`src/rtl/ov7670_stream_gen.sv`:
```
// ov7670_stream_gen: OV7670-style VSYNC/HREF/RGB565 byte stream generator with test patterns or an external pixel source
module ov7670_stream_gen #(
    parameter int P_H_ACTIVE    = 640,
    parameter int P_V_ACTIVE    = 480,
    parameter int P_H_BLANK     = 288,
    parameter int P_VSYNC_LINES = 3,
    parameter int P_V_BACK      = 17,
    parameter int P_V_FRONT     = 10
) (
    input  logic        i_clk,
    input  logic        i_rst,
    input  logic        i_enable,
    input  logic [1:0]  i_pattern,
    input  logic        i_pix_valid,
    input  logic [15:0] i_pix_data,
    output logic        o_pix_ready,
    output logic        o_vsync,
    output logic        o_href,
    output logic [7:0]  o_data,
    output logic        o_frame_done,
    output logic        o_underflow
);
    localparam int L   = 2 * P_H_ACTIVE + P_H_BLANK;
    localparam int BW  = $clog2(L);
    localparam int CW  = BW - 1;
    localparam int LW  = 16;
    localparam int BAR = P_H_ACTIVE / 8;
    localparam logic [2:0] S_IDLE = 3'd0, S_VSYNC = 3'd1, S_VBACK = 3'd2, S_ACTIVE = 3'd3, S_VFRONT = 3'd4;
    localparam logic [7:0][15:0] BARS = {16'h0000, 16'h001F, 16'hF800, 16'hF81F,
                                         16'h07E0, 16'h07FF, 16'hFFE0, 16'hFFFF};
    logic [2:0]    r_state;
    logic [BW-1:0] r_byte;
    logic [LW-1:0] r_line;
    logic [1:0]    r_pat;
    logic [15:0]   r_cnt;
    logic [7:0]    r_lo;
    logic          w_eol, w_last, w_href, w_even, w_ready;
    logic [2:0]    w_nstate;
    logic [BW-1:0] w_nbyte;
    logic [LW-1:0] w_nline;
    logic [CW-1:0] w_col;
    logic [5:0]    w_c6;
    logic [2:0]    w_bar;
    logic [15:0]   w_px;
    // The w_n* signals describe the cycle about to be presented, so every output is a plain flop.
    always_comb begin
        w_eol    = r_byte == BW'(L - 1);
        w_last   = r_state == S_VSYNC  ? r_line == LW'(P_VSYNC_LINES - 1) :
                   r_state == S_VBACK  ? r_line == LW'(P_V_BACK - 1) :
                   r_state == S_ACTIVE ? r_line == LW'(P_V_ACTIVE - 1) :
                                         r_line == LW'(P_V_FRONT - 1);
        w_nstate = r_state == S_IDLE   ? (i_enable ? S_VSYNC : S_IDLE) :
                   !(w_eol && w_last)  ? r_state :
                   r_state == S_VSYNC  ? S_VBACK :
                   r_state == S_VBACK  ? S_ACTIVE :
                   r_state == S_ACTIVE ? S_VFRONT :
                   (i_enable ? S_VSYNC : S_IDLE);
        w_nbyte  = (r_state == S_IDLE || w_eol) ? '0 : r_byte + 1'b1;
        w_nline  = w_nstate != r_state ? '0 : w_eol ? r_line + 1'b1 : r_line;
        w_href   = w_nstate == S_ACTIVE && w_nbyte < BW'(2 * P_H_ACTIVE);
        w_even   = w_href && !w_nbyte[0];
        w_col    = w_nbyte[BW-1:1];
        w_c6     = 6'(w_col);
        w_bar    = 3'(w_col / CW'(BAR));
        w_px     = r_pat == 2'd0 ? BARS[w_bar] :
                   r_pat == 2'd1 ? {w_nline[4:0], w_c6, w_c6[4:0]} :
                   r_pat == 2'd2 ? r_cnt :
                   (i_pix_valid ? i_pix_data : 16'h0000);
        w_ready  = r_pat == 2'd3 &&
                   ((w_nstate == S_ACTIVE && w_nbyte[0] && w_nbyte < BW'(2 * P_H_ACTIVE - 1)) ||
                    (w_nbyte == BW'(L - 1) &&
                     ((w_nstate == S_VBACK && w_nline == LW'(P_V_BACK - 1)) ||
                      (w_nstate == S_ACTIVE && w_nline != LW'(P_V_ACTIVE - 1)))));
    end
    always_ff @(posedge i_clk) begin
        if (i_rst) begin
            r_state      <= S_IDLE;
            r_byte       <= '0;
            r_line       <= '0;
            r_pat        <= '0;
            r_cnt        <= '0;
            r_lo         <= '0;
            o_pix_ready  <= 1'b0;
            o_vsync      <= 1'b0;
            o_href       <= 1'b0;
            o_data       <= '0;
            o_frame_done <= 1'b0;
            o_underflow  <= 1'b0;
        end else begin
            r_state <= w_nstate;
            r_byte  <= w_nbyte;
            r_line  <= w_nline;
            if (w_nstate == S_VSYNC && r_state != S_VSYNC) begin
                r_pat <= i_pattern;
                r_cnt <= '0;
            end else if (w_even) begin
                r_cnt <= r_cnt + 1'b1;
            end
            if (w_even)
                r_lo <= w_px[7:0];
            o_pix_ready  <= w_ready;
            o_vsync      <= w_nstate == S_VSYNC;
            o_href       <= w_href;
            o_data       <= !w_href ? 8'h00 : w_nbyte[0] ? r_lo : w_px[15:8];
            o_frame_done <= w_nstate == S_VFRONT && w_nline == LW'(P_V_FRONT - 1) && w_nbyte == BW'(L - 1);
            o_underflow  <= o_underflow | (o_pix_ready & ~i_pix_valid);
        end
    end
endmodule
```
`config.mk`:
```
export PLATFORM = sky130hd
export DESIGN_NAME = ov7670_stream_gen
export DESIGN_NICKNAME = d
export VERILOG_FILES = /design/src/rtl/ov7670_stream_gen.sv
export SDC_FILE = /design/constraint.sdc
export NUM_CORES = 1
export LEC_CHECK = 0
export BUFFER_PORTS_ARGS = -buffer_cell sky130_fd_sc_hd__buf_2
export CORE_MARGIN = 1
export CORE_UTILIZATION = 60
export CTS_BUF_LIST = sky130_fd_sc_hd__clkbuf_16
export DETAILED_ROUTE_END_ITERATION = 16
export HOLD_SLACK_MARGIN = 0.15
export PLACE_DENSITY = 0.9
export SETUP_SLACK_MARGIN = 0.2
export SYNTH_ARGS = -nofsm -noshare
export SYNTH_HDL_FRONTEND = slang
export SYNTH_SLANG_ARGS = --single-unit
```
`constraint.sdc`:
```
create_clock -name i_clk -period 4.12 [get_ports i_clk]
set_input_delay 0.412 -clock i_clk [delete_from_list [all_inputs] [get_ports i_clk]]
set_output_delay 0.412 -clock i_clk [all_outputs]
set_load 0.005 [all_outputs]
```
Yosys cells after proc, flatten, opt, wreduce, memory -nomap -nowiden --
Memories as Yosys holds them, arrays and structs flattened. Index checks and enable logic that the tools add are counted.
Storage, ports and cells: flip-flop bits (word level) 69, bits in latches 0, memory bits (writable) 0, ROM bits 128, bits of input ports 22, output and inout port bits 13, logic and storage cells 83, memories kept 1
Operators by class: $add $sub $neg 3, $mul 0, div/mod/pow operators 1, magnitude comparators 3, eq/ne operators 21, shift operators 0, muxes and demuxes 18, bitwise gates (word level) 4, reductions and logical operators 20
Memory list:
- (no name shown) | words 8, width 16, rd ports 1, clocked after Yosys merged registers in 0, write ports 0, RTL line 65 | w_px = r_pat == 2'd0 ? BARS[w_bar] :
Operator list (count):
- $mux 16 | 7
- $add 16x1->16 const B | 2
- $eq 16x4->1 const B | 2
- $eq 16x5->1 const B | 2
- $eq 11x11->1 const B | 2
- $lt 11x11->1 const B | 2
- $eq 16x2->1 const B | 1
- $eq 16x9->1 const B | 1
- $ne 16x9->1 const B | 1
- $mux 3 | 5
- $eq 3x2->1 const B | 4
- $logic_and 1x1->1 | 12
- $add 11x1->11 const B | 1
- $mux 11 | 1
- $div 10x7->10 const B | 1
- $mux 8 | 1
- $eq 3x1->1 const B | 2
- $eq 2x2->1 const B | 2
- $lt 3x4->1 const B | 1
- $mux 1 | 4
- $reduce_or 2->1 | 2
- $eq 3x3->1 const B | 1
- $logic_not 3->1 | 1
- $logic_or 1x1->1 | 3
- 8 further kinds | 9

Logic depth before layout (Yosys ltp) --
depth in word-level cells 15, gate-level depth with buffers 11, mapped depth without buffers 9

Least setup slack after synthesis --
No wires, ideal clock.
path kind register -> register, from register r_line[12], to register r_cnt[13], setup time 0.115 ns, data arrival time 2.748 ns, required time 4.005 ns, setup slack 1.257 ns, cell stages (with the launch flop) 11, buffers on the path 2, period minus slack after synthesis 2.863 ns, cells stage by stage dfxtp_1 -> or4_1 -> or4b_4 -> a2111oi_4 -> nand2_1 -> o41ai_2 -> o31ai_2 -> nand2b_1 -> buf_4 -> buf_6 -> nor2_1
On the way: cells in the longest elaborated chain, start to end 10, elaborated cells on any way between the ends 16, classes of those cells 6 x eq/ne; 5 x mux; 5 x reduce/logical
RTL lines:
- start: declaration | RTL line 33 | logic [LW-1:0] r_line;
- start signal: assignment | RTL line 92 | r_line <= w_nline;
- $eq 16x4->1 or $eq 16x9->1 (tied branches) | RTL line 51, 50
- $mux 1 | RTL line 50 | r_state == S_ACTIVE ? r_line == LW'(P_V_ACTIVE - 1) :
- $mux 1 | RTL line 49 | r_state == S_VBACK ? r_line == LW'(P_V_BACK - 1) :
- $mux 1 (*) | RTL line 48 | w_last = r_state == S_VSYNC ? r_line == LW'(P_VSYNC_LINES - 1) :
- $logic_and 1x1->1 (*) | RTL line 53 | !(w_eol && w_last) ? r_state :
- $mux 3 (*) | RTL line 53
- $mux 3 (*) | RTL line 52 | w_nstate = r_state == S_IDLE ? (i_enable ? S_VSYNC : S_IDLE) :
- $eq 3x1->1 or $eq 3x2->1 (tied branches) | RTL line 93, 60
- $logic_and 1x1->1 (on tied branches) | RTL line 93, 60
- $reduce_or 2->1 (no line) or $logic_and 1x1->1 (tied branches)
- end signal: assignment | RTL line 97 | r_cnt <= r_cnt + 1'b1;
- end: declaration | RTL line 35 | logic [15:0] r_cnt;
Mark *: on every way between the ends. The rest lies on a longest branch, timed or not. A chain may end at the register's enable or synchronous reset.

Final worst setup path --
from register r_byte[0], to register r_cnt[10]
On the way: cells in the longest elaborated chain, start to end 7, elaborated cells on any way between the ends 15, classes of those cells 1 x add/sub; 1 x order compare; 3 x eq/ne; 3 x mux; 7 x reduce/logical
RTL lines:
- start: declaration | RTL line 32 | logic [BW-1:0] r_byte;
- start signal: assignment | RTL line 91 | r_byte <= w_nbyte;
- parallel branches: the longest is 7 deep, another holds $add 11x1->11
Several ways; the timed one is not identified.

==> flow_summary.toml <==
[sta]
slew_viol_final = 0
rsz0062_at_grt = "no"
hold_viol = 0
skew_ns = 0.00504
final.setup.tns_ns = 0
setup_viol_count_final = 0
worst_pin_slew_ns = 0.959
holdWs_ns = 0.319
relSlewSlack_pct = 35.9
clock.fmax_mhz = 274
fin_crit_ns = 3.65
fin_crit_sh_pct = 88.5

[power]
p_leak_uw = 0.00164
power_uw = 1630
ir_drop_mv = 0.247
cellPowerDensity_nw_per_um2 = 338

[worst_setup_path]
worstReg2RegEnd = "r_cnt[10]$_SDFFE_PP0P_"
reg2reg_depth = 9
crit_fanout = 16
ff2ff_setup_slack_ns = 0.47
arrival_ns = 3.84
r2r-start = "r_byte[0]$_SDFF_PP0_"
crit_type = "flop to flop"
cp-end-kind = "flop"
cp-start-kind = "flop"
cp_data_required_time_ns = 4.32

[clocking]
tritoncts = "yes"
clock_latency_ns = 0.33
cts-root-buf = "clkbuf_16"
h-tree-depth = 3
clk_pin_slew_ns = 0.06
cts_inserted_buffers = 9
clock_path_buffers = 2
cts.sinks = 69
ctsHoldBuffers = 0

[logic_synthesis]
async_flop_share_pct = 0
synth_cell_types = 68
avgSynthCellArea_um2 = 7.61
yosysSeqAreaShare_pct = 31.8
yosysWarnings = 0
synth_ff_type = "dfxtp_1"
syn_area_um2 = 4350
synth_fp_nets = 596
synthCells = 571
synth-edff-count = 0
ys_ff_latch = 69

[hold_path]
hold_class = "primary input to flop"
min_from = "i_pattern[1]"
hold_depth = 3
min_to = "r_pat[1]$_SDFFE_PP0P_"

[layout]
antenna-diode-count = 0
final_common_cell = "nor2_1"
syn_to_final_growth_pct = 10.8
layout_common_cells = "nor2_1, dfxtp_1, nand2_1"
drive_gt1_share_pct = 12.5
finalNetCount = 606
fillerInstances = 565

[placement]
dpl.hpwl_mm = 8.09
port_buffers = 34
place_congestion = 0.923

[outcome]
outcome = "complete, no violations"

[detailed_routing]
drt_iter0_drc = 406
wl_per_cell_um = 16.7
firstDrtPassIters = 5
drtAntennaViolNets = 0
drc = 0
route.vias.total = 4397
wl_mm = 11.4
viasPerCell = 6.46

[grt]
antenna_found_initial = 0
grt_pass1_vias = 3956
grt-ovfl-total = 0
groute.usage.overall_pct = 31.3
grt_pass1_wl_mm = 18.5
grt_max_degree = 31

[floorplan]
die_area_um2 = 7590
die_w_um = 87.1
ioPinCount = 35
die-height_um = 87.1
start_util_pct = 62.9
fp-row-count = 30
core_um2 = 6910

[run]
drv_cap = 0
==> state kept, by name, indices dropped and copies added, names as in the netlist, 2 cells and up <==
| signal | count |
|---|---|
| r_cnt | 16 |
| r_line | 16 |
| r_byte | 11 |
| o_data | 8 |
| r_lo | 8 |
| r_state | 3 |
| r_pat | 2 |
==> worst max path at each step <==
stage | from | end | slack, ns | cells past startpoint
floorplan | r_line[12]$_SDFF_PP0_ | r_cnt[13]$_SDFFE_PP0P_ | 1.26 | 10
global placement | r_byte[0]$_SDFF_PP0_ | r_cnt[8]$_SDFFE_PP0P_ | 0.59 | 9
detailed placement | r_byte[0]$_SDFF_PP0_ | r_cnt[8]$_SDFFE_PP0P_ | 0.51 | 9
CTS | r_byte[0]$_SDFF_PP0_ | r_cnt[8]$_SDFFE_PP0P_ | 0.46 | 9
global route | r_byte[0]$_SDFF_PP0_ | r_cnt[14]$_SDFFE_PP0P_ | 0.20 | 9
finish | r_byte[0]$_SDFF_PP0_ | r_cnt[10]$_SDFFE_PP0P_ | 0.47 | 9
==> Yosys cell counts, types with 3 or more instances <==
cell | n | area share, %
xor2_1 | 8 | 1.6
nand2b_1 | 5 | 0.72
a21boi_0 | 4 | 0.69
or3_1 | 9 | 1.3
nor3_1 | 24 | 2.8
mux2i_1 | 8 | 1.8
and3_1 | 10 | 1.4
o21bai_1 | 3 | 0.52
nand4_1 | 23 | 3.3
a211o_1 | 3 | 0.60
nand2_1 | 48 | 4.1
and4_1 | 4 | 0.81
nand3_1 | 22 | 2.5
clkbuf_1 | 28 | 2.4
or4_1 | 6 | 1.0
o21ai_0 | 29 | 3.3
o22ai_1 | 4 | 0.58
buf_6 | 4 | 1.0
a21oi_1 | 15 | 1.7
o211ai_1 | 5 | 0.86
o21ai_1 | 4 | 0.46
a211oi_1 | 10 | 1.7
o221a_2 | 5 | 1.3
or2_1 | 3 | 0.43
nand3b_1 | 4 | 0.69
nor2_1 | 83 | 7.2
ha_1 | 3 | 0.86
xnor2_1 | 27 | 5.4
dfxtp_1 | 69 | 32
a311oi_1 | 3 | 0.60
a31oi_1 | 6 | 0.86
and2_1 | 9 | 1.3
a22oi_1 | 3 | 0.52
nor4_1 | 11 | 1.6
buf_2 | 6 | 0.69
inv_1 | 25 | 2.2
==> through the flow <==
stage / std cells / instance area, µm² / worst slack (ns) / utilization [%]
floorplan: 571 / 4350 / 1.26 / -
global placement: 666 / 4490 / 0.591 / 65.0
detailed placement: 666 / 4490 / 0.505 / 65.0
CTS: 681 / 4810 / 0.462 / 69.7
global route: 681 / 4810 / 0.203 / 69.7
finish: 681 / 4810 / 0.473 / 69.7
==> cells by family (layout without fill, tap and decap cells) <==
family,after synthesis,in the layout,share of synthesized area [%]
buffers and inverters,65,79,6.56
AND/OR/NAND/NOR,274,274,32.3
AO/OA/AOI/OAI,116,116,19.3
adder cells (fa/ha/maj),3,3,0.864
XOR/XNOR,35,35,7.05
flip-flops,69,69,31.8
multiplexers,9,9,2.10
==> layer usage <==
layer  GRT usage (%)  share of wire, %
met5               0                 0
met4            14.8               2.9
met3            6.73               7.0
met2            49.5                46
met1            40.6                44
==> layout make-up <==
type | count | area (µm²) | area share (%)
Clock buffer | 9 | 225 | 4.68
Sequential cell | 69 | 1380 | 28.7
Multi-Input combinational cell | 437 | 2680 | 55.7
Tap cell | 96 | 120 | 2.49
Timing Repair Buffer | 39 | 208 | 4.31
Clock inverter | 6 | 103 | 2.13
Inverter | 25 | 93.8 | 1.95
==> repair_timing <==
item / CTS / global route
hold endpoints to repair: 0 / 0
setup buffers: 0 / 0
setup endpoints to repair: 0 / 1
resized for setup: 0 / 1
==> power by group <==
group	internal, µW	switching, µW	leakage [µW]	total (µW)
clock	582	280	0.000160	862
combinational	30.0	52.9	0.000928	82.9
sequential	671	12.6	0.000557	684
==> worst max-delay path: stages (launching register included) <==
cell and delay (ns):
dfxtp_1 0.44, ha_1 0.31, and4_1 0.47, nand4_1 0.36, a2111oi_4 0.55, nand2_1 0.21
o41ai_2 0.35, o31ai_2 0.17, nand2b_1 0.52, nor2_1 0.11
Power figures use the tool's default switching activity.
